<file path="config.mk">
export PLATFORM = sky130hd
export DESIGN_NAME = trip_interval_calc_flat
export DESIGN_NICKNAME = d
export VERILOG_FILES = /design/src/rtl/trip_calc_pkg.sv /design/src/rtl/trip_interval_calc_if.sv /design/src/rtl/seq_divider.sv /design/src/rtl/trip_interval_calc.sv /design/src/flat_wrapper.sv
export SDC_FILE = /design/constraint.sdc
export NUM_CORES = 1
export LEC_CHECK = 0
export BUFFER_PORTS_ARGS = -buffer_cell sky130_fd_sc_hd__buf_2
export CAP_MARGIN = 15
export CORE_ASPECT_RATIO = 1.1
export CORE_UTILIZATION = 45
export DETAILED_ROUTE_END_ITERATION = 10
export PLACE_DENSITY_LB_ADDON = 0.08
export SLEW_MARGIN = 20
export SYNTH_ARGS = -nofsm -noshare
export SYNTH_HDL_FRONTEND = slang
export SYNTH_HIERARCHICAL = 1
export SYNTH_SLANG_ARGS = --single-unit
</file>
<file path="constraint.sdc">
create_clock -name CLK -period 7.9 [get_ports CLK]
set_input_delay 0.395 -clock CLK [delete_from_list [all_inputs] [get_ports CLK]]
set_output_delay 0.395 -clock CLK [all_outputs]
set_load 0.02 [all_outputs]
</file>
<file path="src/rtl/trip_calc_pkg.sv">
`default_nettype none
// ============================================================================
// Package : trip_calc_pkg
// Brief   : Shared state encoding and widths for the trip interval calculator.
// Revision: 1.0
// ============================================================================
package trip_calc_pkg;

    localparam int COUNT_W = 32;

    typedef enum logic [2:0] {
        IDLE   = 3'd0,
        DIFF   = 3'd1,
        DIVIDE = 3'd2,
        ROUND  = 3'd3,
        DONE   = 3'd4
    } trip_calc_state_t;

endpackage
`default_nettype wire

</file>
<file path="src/rtl/trip_interval_calc_if.sv">
`default_nettype none
// ============================================================================
// Interface : trip_interval_calc_if
// Brief     : Trip counts in, rate result out on a valid/ready port.
// Revision  : 1.0
// ============================================================================
interface trip_interval_calc_if #(
    parameter int NUM_W = 48
) ();
    import trip_calc_pkg::*;

    logic               hasTripped;
    logic [COUNT_W-1:0] theCount1;
    logic [COUNT_W-1:0] theCount2;
    logic               result_valid;
    logic               result_ready;
    logic [NUM_W-1:0]   quotient;
    logic [COUNT_W-1:0] delta;
    logic               order;
    logic               div_by_zero;
    logic               busy;

    modport master (
        output hasTripped,
        output theCount1,
        output theCount2,
        output result_ready,
        input  result_valid,
        input  quotient,
        input  delta,
        input  order,
        input  div_by_zero,
        input  busy
    );

    modport slave (
        input  hasTripped,
        input  theCount1,
        input  theCount2,
        input  result_ready,
        output result_valid,
        output quotient,
        output delta,
        output order,
        output div_by_zero,
        output busy
    );

endinterface
`default_nettype wire

</file>
<file path="src/rtl/seq_divider.sv">
`default_nettype none
// ============================================================================
// Module  : seq_divider
// Brief   : Restoring divider, one quotient bit per cycle, MSB first.
// Revision: 1.0
// ============================================================================
module seq_divider #(
    parameter int NUM_W = 48,
    parameter int DEN_W = 32
) (
    input  wire logic             clk,
    input  wire logic             rst,
    input  wire logic             start_i,
    input  wire logic [NUM_W-1:0] dividend_i,
    input  wire logic [DEN_W-1:0] divisor_i,
    output logic                  done_o,
    output logic [NUM_W-1:0]      quotient_o,
    output logic [DEN_W:0]        remainder_o
);

    localparam int CNT_W = $clog2(NUM_W + 1);

    logic [CNT_W-1:0] cnt_q;
    logic             running_q;
    logic             done_q;
    logic [NUM_W-1:0] quo_q;
    logic [DEN_W:0]   rem_q;
    logic [DEN_W-1:0] div_q;

    logic [NUM_W-1:0] w_quo_src;
    logic [DEN_W-1:0] w_rem_src;
    logic [DEN_W-1:0] w_div;
    logic [DEN_W:0]   w_shift;
    logic [DEN_W:0]   w_rem_n;
    logic             w_ge;
    logic [NUM_W-1:0] w_quo_n;

    // The start cycle already retires the first quotient bit, so the divide
    // occupies exactly NUM_W cycles from start to the done pulse edge.
    always_comb begin
        w_quo_src = start_i ? dividend_i : quo_q;
        w_rem_src = start_i ? '0 : rem_q[DEN_W-1:0];
        w_div     = start_i ? divisor_i : div_q;
        w_shift   = {w_rem_src, w_quo_src[NUM_W-1]};
        w_ge      = (w_shift >= {1'b0, w_div});
        w_rem_n   = w_ge ? (w_shift - {1'b0, w_div}) : w_shift;
        w_quo_n   = (w_quo_src << 1) | NUM_W'(w_ge);
    end

    always_ff @(posedge clk) begin
        if (rst) begin
            cnt_q     <= '0;
            running_q <= 1'b0;
            done_q    <= 1'b0;
            quo_q     <= '0;
            rem_q     <= '0;
            div_q     <= '0;
        end else begin
            done_q <= 1'b0;
            if (start_i) begin
                quo_q     <= w_quo_n;
                rem_q     <= w_rem_n;
                div_q     <= divisor_i;
                cnt_q     <= CNT_W'(NUM_W - 1);
                running_q <= (NUM_W > 1);
                done_q    <= (NUM_W == 1);
            end else if (running_q) begin
                quo_q <= w_quo_n;
                rem_q <= w_rem_n;
                cnt_q <= cnt_q - CNT_W'(1);
                if (cnt_q == CNT_W'(1)) begin
                    running_q <= 1'b0;
                    done_q    <= 1'b1;
                end
            end
        end
    end

    assign done_o      = done_q;
    assign quotient_o  = quo_q;
    assign remainder_o = rem_q;

endmodule
`default_nettype wire

</file>
<file path="src/rtl/trip_interval_calc.sv">
`default_nettype none
// ============================================================================
// Module  : trip_interval_calc
// Brief   : rate = NUMERATOR / |count2 - count1| on each hasTripped rising edge.
//           Define TRIP_CALC_ROUND_EN for round-half-up instead of floor.
// Revision: 1.0
// ============================================================================
module trip_interval_calc
    import trip_calc_pkg::*;
#(
    parameter int               NUM_W     = 48,
    parameter logic [NUM_W-1:0] NUMERATOR = 48'd50_000_000
) (
    input wire logic            CLK,
    input wire logic            RST,
    trip_interval_calc_if.slave bus
);

    trip_calc_state_t   state_q;
    logic               trip_prev_q;
    logic [COUNT_W-1:0] count1_q;
    logic [COUNT_W-1:0] count2_q;
    logic [COUNT_W-1:0] delta_q;
    logic               order_q;
    logic [NUM_W-1:0]   quotient_q;
    logic               dz_q;
    logic               valid_q;

    logic               w_trig;
    logic               w_order;
    logic [COUNT_W-1:0] w_delta;
    logic               w_div_start;
    logic               w_div_done;
    logic [NUM_W-1:0]   w_div_quo;
    logic [COUNT_W:0]   w_div_rem;

    always_comb begin
        w_trig      = bus.hasTripped && !trip_prev_q;
        w_order     = (count2_q >= count1_q);
        w_delta     = w_order ? (count2_q - count1_q) : (count1_q - count2_q);
        w_div_start = (state_q == DIFF) && (w_delta != '0);
    end

    seq_divider #(
        .NUM_W (NUM_W),
        .DEN_W (COUNT_W)
    ) u_div (
        .clk         (CLK),
        .rst         (RST),
        .start_i     (w_div_start),
        .dividend_i  (NUMERATOR),
        .divisor_i   (w_delta),
        .done_o      (w_div_done),
        .quotient_o  (w_div_quo),
        .remainder_o (w_div_rem)
    );

`ifdef TRIP_CALC_ROUND_EN
    logic w_round_up;
    assign w_round_up = ({w_div_rem, 1'b0} >= {2'b00, delta_q}) && (quotient_q != '1);
`else
    logic w_unused_rem;
    assign w_unused_rem = ^w_div_rem;
`endif

    // The edge-detect register tracks hasTripped in every state, so edges seen
    // while busy are consumed rather than replayed once back in IDLE.
    always_ff @(posedge CLK) begin
        if (RST) begin
            state_q     <= IDLE;
            trip_prev_q <= 1'b1;
            count1_q    <= '0;
            count2_q    <= '0;
            delta_q     <= '0;
            order_q     <= 1'b0;
            quotient_q  <= '0;
            dz_q        <= 1'b0;
            valid_q     <= 1'b0;
        end else begin
            trip_prev_q <= bus.hasTripped;
            case (state_q)
                IDLE: begin
                    if (w_trig) begin
                        count1_q <= bus.theCount1;
                        count2_q <= bus.theCount2;
                        state_q  <= DIFF;
                    end
                end
                DIFF: begin
                    delta_q <= w_delta;
                    order_q <= w_order;
                    if (w_delta == '0) begin
                        quotient_q <= '1;
                        dz_q       <= 1'b1;
                        valid_q    <= 1'b1;
                        state_q    <= DONE;
                    end else begin
                        dz_q    <= 1'b0;
                        state_q <= DIVIDE;
                    end
                end
                DIVIDE: begin
                    if (w_div_done) begin
                        quotient_q <= w_div_quo;
`ifdef TRIP_CALC_ROUND_EN
                        state_q    <= ROUND;
`else
                        valid_q    <= 1'b1;
                        state_q    <= DONE;
`endif
                    end
                end
`ifdef TRIP_CALC_ROUND_EN
                ROUND: begin
                    if (w_round_up) begin
                        quotient_q <= quotient_q + NUM_W'(1);
                    end
                    valid_q <= 1'b1;
                    state_q <= DONE;
                end
`endif
                DONE: begin
                    if (bus.result_ready) begin
                        valid_q <= 1'b0;
                        state_q <= IDLE;
                    end
                end
                default: begin
                    state_q <= IDLE;
                end
            endcase
        end
    end

    assign bus.result_valid = valid_q;
    assign bus.quotient     = quotient_q;
    assign bus.delta        = delta_q;
    assign bus.order        = order_q;
    assign bus.div_by_zero  = dz_q;
    assign bus.busy         = (state_q != IDLE);

endmodule
`default_nettype wire
</file>
<file path="src/flat_wrapper.sv">
// flat-port wrapper written by rule: the top's interface ports become plain ports
module trip_interval_calc_flat import trip_calc_pkg::*;
#(
    parameter int               NUM_W     = 48,
    parameter logic [NUM_W-1:0] NUMERATOR = 48'd50_000_000
)
  (CLK, RST, bus_hasTripped, bus_theCount1, bus_theCount2, bus_result_ready, bus_result_valid, bus_quotient, bus_delta, bus_order, bus_div_by_zero, bus_busy);
  trip_interval_calc_if #(.NUM_W(NUM_W)) bus_i ();
  input wire logic CLK;
  input wire logic RST;
  input wire logic [$bits(bus_i.hasTripped)-1:0] bus_hasTripped;
  input wire logic [$bits(bus_i.theCount1)-1:0] bus_theCount1;
  input wire logic [$bits(bus_i.theCount2)-1:0] bus_theCount2;
  input wire logic [$bits(bus_i.result_ready)-1:0] bus_result_ready;
  output wire logic [$bits(bus_i.result_valid)-1:0] bus_result_valid;
  output wire logic [$bits(bus_i.quotient)-1:0] bus_quotient;
  output wire logic [$bits(bus_i.delta)-1:0] bus_delta;
  output wire logic [$bits(bus_i.order)-1:0] bus_order;
  output wire logic [$bits(bus_i.div_by_zero)-1:0] bus_div_by_zero;
  output wire logic [$bits(bus_i.busy)-1:0] bus_busy;
  assign bus_i.hasTripped = bus_hasTripped;
  assign bus_i.theCount1 = bus_theCount1;
  assign bus_i.theCount2 = bus_theCount2;
  assign bus_i.result_ready = bus_result_ready;
  assign bus_result_valid = bus_i.result_valid;
  assign bus_quotient = bus_i.quotient;
  assign bus_delta = bus_i.delta;
  assign bus_order = bus_i.order;
  assign bus_div_by_zero = bus_i.div_by_zero;
  assign bus_busy = bus_i.busy;
  trip_interval_calc #(.NUM_W(NUM_W), .NUMERATOR(NUMERATOR)) u_core (.CLK(CLK), .RST(RST), .bus(bus_i));
endmodule
</file>
# [Word level (Yosys, flattened, before mapping)]
# Cells that the tools add are included.
[word_totals] latchBits=0 register_bits=271 elab_cells=76 n_memories=0 out_inout_bits=84 mem_bits_ro=0 ramBits=0
[classes] n_lt_le_gt_ge=2 n_mux=28 bitwise=2 n_mul=0 div=0 shift=0 n_eq_ne=8 add_sub_neg=4 n_reduce_logical=16
[ops] operator="$mux 48" count=5
[ops] operator="$mux 32" count=6
[ops] operator="$pmux 48 s2" count=1
[ops] operator="$sub 32x32->32" count=3
[ops] operator="$or 48x1->48" count=1
[ops] operator="$ge 33x32->1" count=1
[ops] operator="$ge 32x32->1" count=1
[ops] operator="$logic_not 32->1" count=1
[ops] operator="$reduce_bool 32->1" count=1
[ops] operator="$mux 3" count=4
[ops] operator="$mux 6" count=2
[ops] operator="$pmux 3 s4" count=1
[ops] operator="$mux 1" count=8
[ops] operator="$eq 6x1->1 const B" count=1
[ops] operator="$ne 2x2->1 const B" count=3
[ops] operator="$reduce_and 3->1" count=2
[ops] operator="$reduce_bool 3->1" count=2
[ops] operator="$sub 6x1->6 const B" count=1
[ops] operator="$reduce_and 4->1" count=1
[ops] operator="$reduce_bool 2->1" count=2
[ops] operator="$eq 3x1->1 const B" count=1
[ops] operator="$eq 3x2->1 const B" count=1
[ops] operator="$eq 3x3->1 const B" count=1
[ops] operator="$logic_not 3->1" count=1
[ops] operator="8 further kinds" count=9

# [Depth between registers and ports, before layout]
[depth] depth_word=9 ltp_mapped=32 ltp_nobuf=25

# [By module]
# The synthesis kept the hierarchy.
[modules_own_cells] mod="trip_interval_calc" area_each_um2=9441.6 cells_per_inst=1226 n_inst=1
[modules_own_cells] mod="seq_divider" area_each_um2=7185.6 cells_per_inst=894 n_inst=1

# [Worst setup path before layout]
# OpenSTA, ideal clock, no wires.
[synth_timing] path_kind="register to register" start="reg u_core.count1_q[23]" end="reg u_core.u_div.rem_q[30] (netlist: u_core/u_div/remainder_o[30])" n_path_buf=5 setup_time_ns=0.073 synth_period_minus_slack_ns=7.074 path_stages_with_launch=29 t_arrival_ns=7.001 slack_ns=0.826 path_cell_list="dfxtp_1 inv_1 ha_1 buf_4 nand4_1 or3_1 or4_1 a21oi_2 nor3_2 buf_6 mux2_1 xor2_1 inv_1 or4_1 nor4_1 a21oi_1 clkbuf_1 clkbuf_1 clkbuf_1 mux2i_1 ha_1 a21o_1 a211o_1 o21ba_2 o211a_1 o41a_1 a41o_1 o32a_1 nor3_2"
[synth_via] elab_chain_cells=9 word_cells_on_any_way=15
[synth_rtl] item="start: declaration" line="trip_interval_calc.sv:21" rtl="logic [COUNT_W-1:0] count1_q;"
[synth_rtl] item="start signal: assignment" line="trip_interval_calc.sv:84" rtl="count1_q <= bus.theCount1;"
[synth_rtl] item="$sub 32x32->32 or $ge 32x32->1 (tied branches)" line="trip_interval_calc.sv:40, trip_interval_calc.sv:39"
[synth_rtl] item="$mux 32 (*)" line="trip_interval_calc.sv:40" rtl="w_delta = w_order ? (count2_q - count1_q) : (count1_q - count2_q);"
[synth_rtl] item="via u_core.w_delta[29]" line="trip_interval_calc.sv:31" rtl="logic [COUNT_W-1:0] w_delta;"
[synth_rtl] item="$reduce_bool 32->1 (*)" line="trip_interval_calc.sv:41" rtl="w_div_start = (state_q == DIFF) && (w_delta != '0);"
[synth_rtl] item="$logic_and 1x1->1 (*)" line="trip_interval_calc.sv:41"
[synth_rtl] item="via u_core.w_div_start" line="trip_interval_calc.sv:32" rtl="logic w_div_start;"
[synth_rtl] item="$mux 48 (tied with other cells)" line="seq_divider.sv:41" rtl="w_quo_src = start_i ? dividend_i : quo_q;"
[synth_rtl] item="$sub 32x32->32 or $ge 33x32->1 (tied branches)" line="seq_divider.sv:46, seq_divider.sv:45"
[synth_rtl] item="$mux 32" line="seq_divider.sv:46" rtl="w_rem_n = w_ge ? (w_shift - {1'b0, w_div}) : w_shift;"
[synth_rtl] item="$mux 32" line="seq_divider.sv:67" rtl="end else if (running_q) begin"
[synth_rtl] item="$mux 32" line="seq_divider.sv:60" rtl="if (start_i) begin"
[synth_rtl] item="end signal: assignment" line="seq_divider.sv:62" rtl="rem_q <= w_rem_n;"
[synth_rtl] item="end signal: assignment" line="seq_divider.sv:69" rtl="rem_q <= w_rem_n;"
[synth_rtl] item="end: declaration" line="seq_divider.sv:27" rtl="logic [DEN_W:0] rem_q;"
# The timed path passes the listed nets; every way through them passes the cells marked *. The select of a mux whose other input is x is not followed.
# A chain may end at the register's enable or synchronous reset.

# [Worst setup path in the final report]
[layout_timing] start="reg u_core.count1_q[23]" end="reg u_core.u_div.rem_q[22] (netlist: u_core/u_div/remainder_o[22])"
[layout_via] elab_chain_cells=9 word_cells_on_any_way=15
[layout_rtl] item="$sub 32x32->32 or $ge 32x32->1 (tied branches)" line="trip_interval_calc.sv:40, trip_interval_calc.sv:39"
[layout_rtl] item="$mux 32 (*)" line="trip_interval_calc.sv:40"
[layout_rtl] item="via u_core.w_delta[29]" line="trip_interval_calc.sv:31"
[layout_rtl] item="$reduce_bool 32->1 (*)" line="trip_interval_calc.sv:41"
[layout_rtl] item="$logic_and 1x1->1 (*)" line="trip_interval_calc.sv:41"
[layout_rtl] item="via u_core.w_div_start" line="trip_interval_calc.sv:32"
[layout_rtl] item="$mux 32 (*)"
[layout_rtl] item="via u_core.u_div.w_div[0]" line="seq_divider.sv:32" rtl="logic [DEN_W-1:0] w_div;"
[layout_rtl] item="$sub 32x32->32 or $ge 33x32->1 (tied branches)" line="seq_divider.sv:46, seq_divider.sv:45"
[layout_rtl] item="$mux 32 (*)" line="seq_divider.sv:46"
[layout_rtl] item="$mux 32" line="seq_divider.sv:67"
[layout_rtl] item="$mux 32 (*)" line="seq_divider.sv:60"
# Marked as above.

==> impl_metrics.csv <==
group,metric,value,unit
route,drc,0,
placement,io_buffers,151,
hold_path,hold_class,"input pin to flop",
timing,fin_hold_ws,47.60,ps
timing,fmax,0.1342,GHz
cts,clock-sinks,271,
setup_path,worst-path-max-fanout,46,
grt,gr-total-overflow,0,
die,core,36170,um^2
die,die_area,37530,um^2
setup_path,crit_arrival,7950,ps
route,routed_wl,48850,um
grt,antenna_found_initial,0,
setup_path,crit_buf_inv,6,
power_and_ir_drop,pwr_density_cell,246.9,nW/um^2
route,drt_first_pass_iters,5,
placement,dp_hpwl,36300,um
cells_and_area,final_net_count,2463,
route,vias,15100,
timing,hold_viol_final,0,
cells_and_area,stdcell_count,2806,
route,vias_per_cell,5.382,
timing,fin_crit_sh,94.31,%
setup_path,worstSetupEndpointType,"flop",
synthesis,synth_area,16540,um^2
die,rows,73,
placement,placed_cells,2743,
setup_path,max_stage_delay,610,ps
route,wl_per_cell,17.41,um
grt,grt_pass1_wl,77560,um
cts,clock_latency,580,ps
synthesis,postSynthAreaPerCell,7.843,um^2
synthesis,synth_cells,2109,
die,ios,152,
setup_path,cp-start-kind,"flop",
placement,gp_congestion,0.9545,
die,die_w,184.8,um
status,status,"complete, no violations",
timing,setup_viol,0,
timing,fin_crit,7450,ps
power_and_ir_drop,p_leak,8.353,nW
cts,cts_buffers,31,
cells_and_area,syn2layout_area_growth,17.36,%
die,dieHeight,203.1,um
timing,fin_setup_tns,0,ps
timing,worst_pin_slew,1062,ps
power_and_ir_drop,peakVddDrop,189.6,uV
timing,rsz0062_at_grt,"false",
cts,clock_path_buffers,3,
timing,fin_skew,9.934,ps
timing,maxSlewHeadroom,29.21,%
grt,grt_max_degree,101,
cts,cts_tree,"done",
route,drt_iter0_drc,891,
grt,grt_pass1_vias,14460,
setup_path,path_delay_family,"simple AND/OR/NAND/NOR gates",
setup_path,cp_common_cell,"buf_4",
route,postRouteAntennaNets,0,
cts,cts_max_level,1,
cells_and_area,nFillCells,3577,
setup_path,crit_type,"flop to flop",
cts,cts_root_buf,"clkbuf_16",
grt,grt_usage,25.91,%
cells_and_area,drive_gt1_share,17.21,%
timing,maxSlewViolCount,0,
cells_and_area,multi_input_area,10330,um^2
cells_and_area,seq_area,5426,um^2
die,initial_core_util,45.73,%
synthesis,ys_warn_count,6,
setup_path,cp.required,8400,ps
flow_run,cap_violations,0,
setup_path,cp_slowest_cell,"or4_1",
cts,path_clk_slew,60,ps
## flip-flops by register name, summed over array words and instances (netlist names)
signal / cells
u_core/u_div/div_q: 32
u_core/state_q: 3
u_core/bus.order: 1
u_core/bus.delta: 32
u_core/count1_q: 32
u_core/u_div/running_q: 1
u_core/u_div/done_o: 1
u_core/u_div/remainder_o: 32
u_core/bus.quotient: 48
u_core/count2_q: 32
u_core/u_div/cnt_q: 6
u_core/u_div/quotient_o: 48
u_core/bus.div_by_zero: 1
u_core/bus.result_valid: 1
u_core/trip_prev_q: 1
## through the flow
| stage | util [%] | power (mW) | instance area (um^2) | setup WS (ps) |
|---|---|---|---|---|
| floorplan | - | 2.606 | 16710 | 825.6 |
| global placement | 50.43 | 3.295 | 18240 | 248.6 |
| detailed placement | 50.43 | 3.296 | 18240 | 93.26 |
| CTS | 53.42 | 4.807 | 19320 | 39.02 |
| global route | 53.66 | 5.051 | 19410 | 43.76 |
| finish | 53.67 | 4.793 | 19410 | 449.8 |
## area by class of cell
class / count / area share (%)
Multi-Input combinational cell: 1634 / 53.24
Sequential cell: 271 / 27.95
Timing Repair Buffer: 253 / 8.115
Clock buffer: 45 / 4.731
Tap cell: 487 / 3.139
Inverter: 104 / 2.011
Clock inverter: 11 / 0.7992
Antenna cell: 1 / 0.01289
## worst register-to-register path, delay by kind of cell (launching register included)
family / cells / cell delay (ps)
AOI/OAI and AO/OA: 8 / 1550
xor gates and xnor gates: 1 / 180
adders and majority gates: 3 / 1080
buffers and inverters: 6 / 930
DFF: 1 / 350
muxes: 2 / 650
and+or+nand+nor: 8 / 2620
## placed cells by master (no fill, tap or decap), types with 31 or more instances in the layout
master and count:
nor2_1 356, dfxtp_1 270, a21oi_1 222, nand2_1 208, buf_2 150, mux2i_1 105
inv_1 103, buf_4 97, ha_1 96, o21ai_0 60, a211oi_1 50, a211oi_2 49
conb_1 48, nor2b_1 43, nor3_1 36, xor2_1 32, clkbuf_16 31
## per-layer routing
metal,global-route usage [%],share of wire (%),up-vias
li1,-,-,7634
met1,32.75,44,7029
met3,3.031,3.7,107
met2,43.69,48,332
met4,12.13,4.6,0
met5,0,0,-
## report_power, final
| part | switching, mW | total (mW) | internal [mW] | leakage, nW |
|---|---|---|---|---|
| clock network | 0.587 | 1.49 | 0.903 | 0.529 |
| logic | 1.11 | 1.86 | 0.750 | 5.63 |
| registers | 0.0298 | 1.44 | 1.41 | 2.20 |
| total | 1.73 | 4.79 | 3.07 | 8.35 |
## final timing paths
path,start,end,slack (ps),cells after the start
max,u_core/count1_q[23],u_core/u_div/remainder_o[22],450,28
min,bus_theCount2[1],u_core/count2_q[1],50,3
max reg2reg,u_core/count1_q[23],u_core/u_div/remainder_o[22],450,28
min reg2reg,u_core/bus.div_by_zero,u_core/bus.div_by_zero,450,2
## what timing repair did
item                       CTS  global route
gates resized for setup      0             5
hold buffers                 1             0
setup endpoints to repair    0            32
setup buffers                0             4
hold endpoints to repair     1             0
No activity file was read; power rests on OpenSTA's default activity.
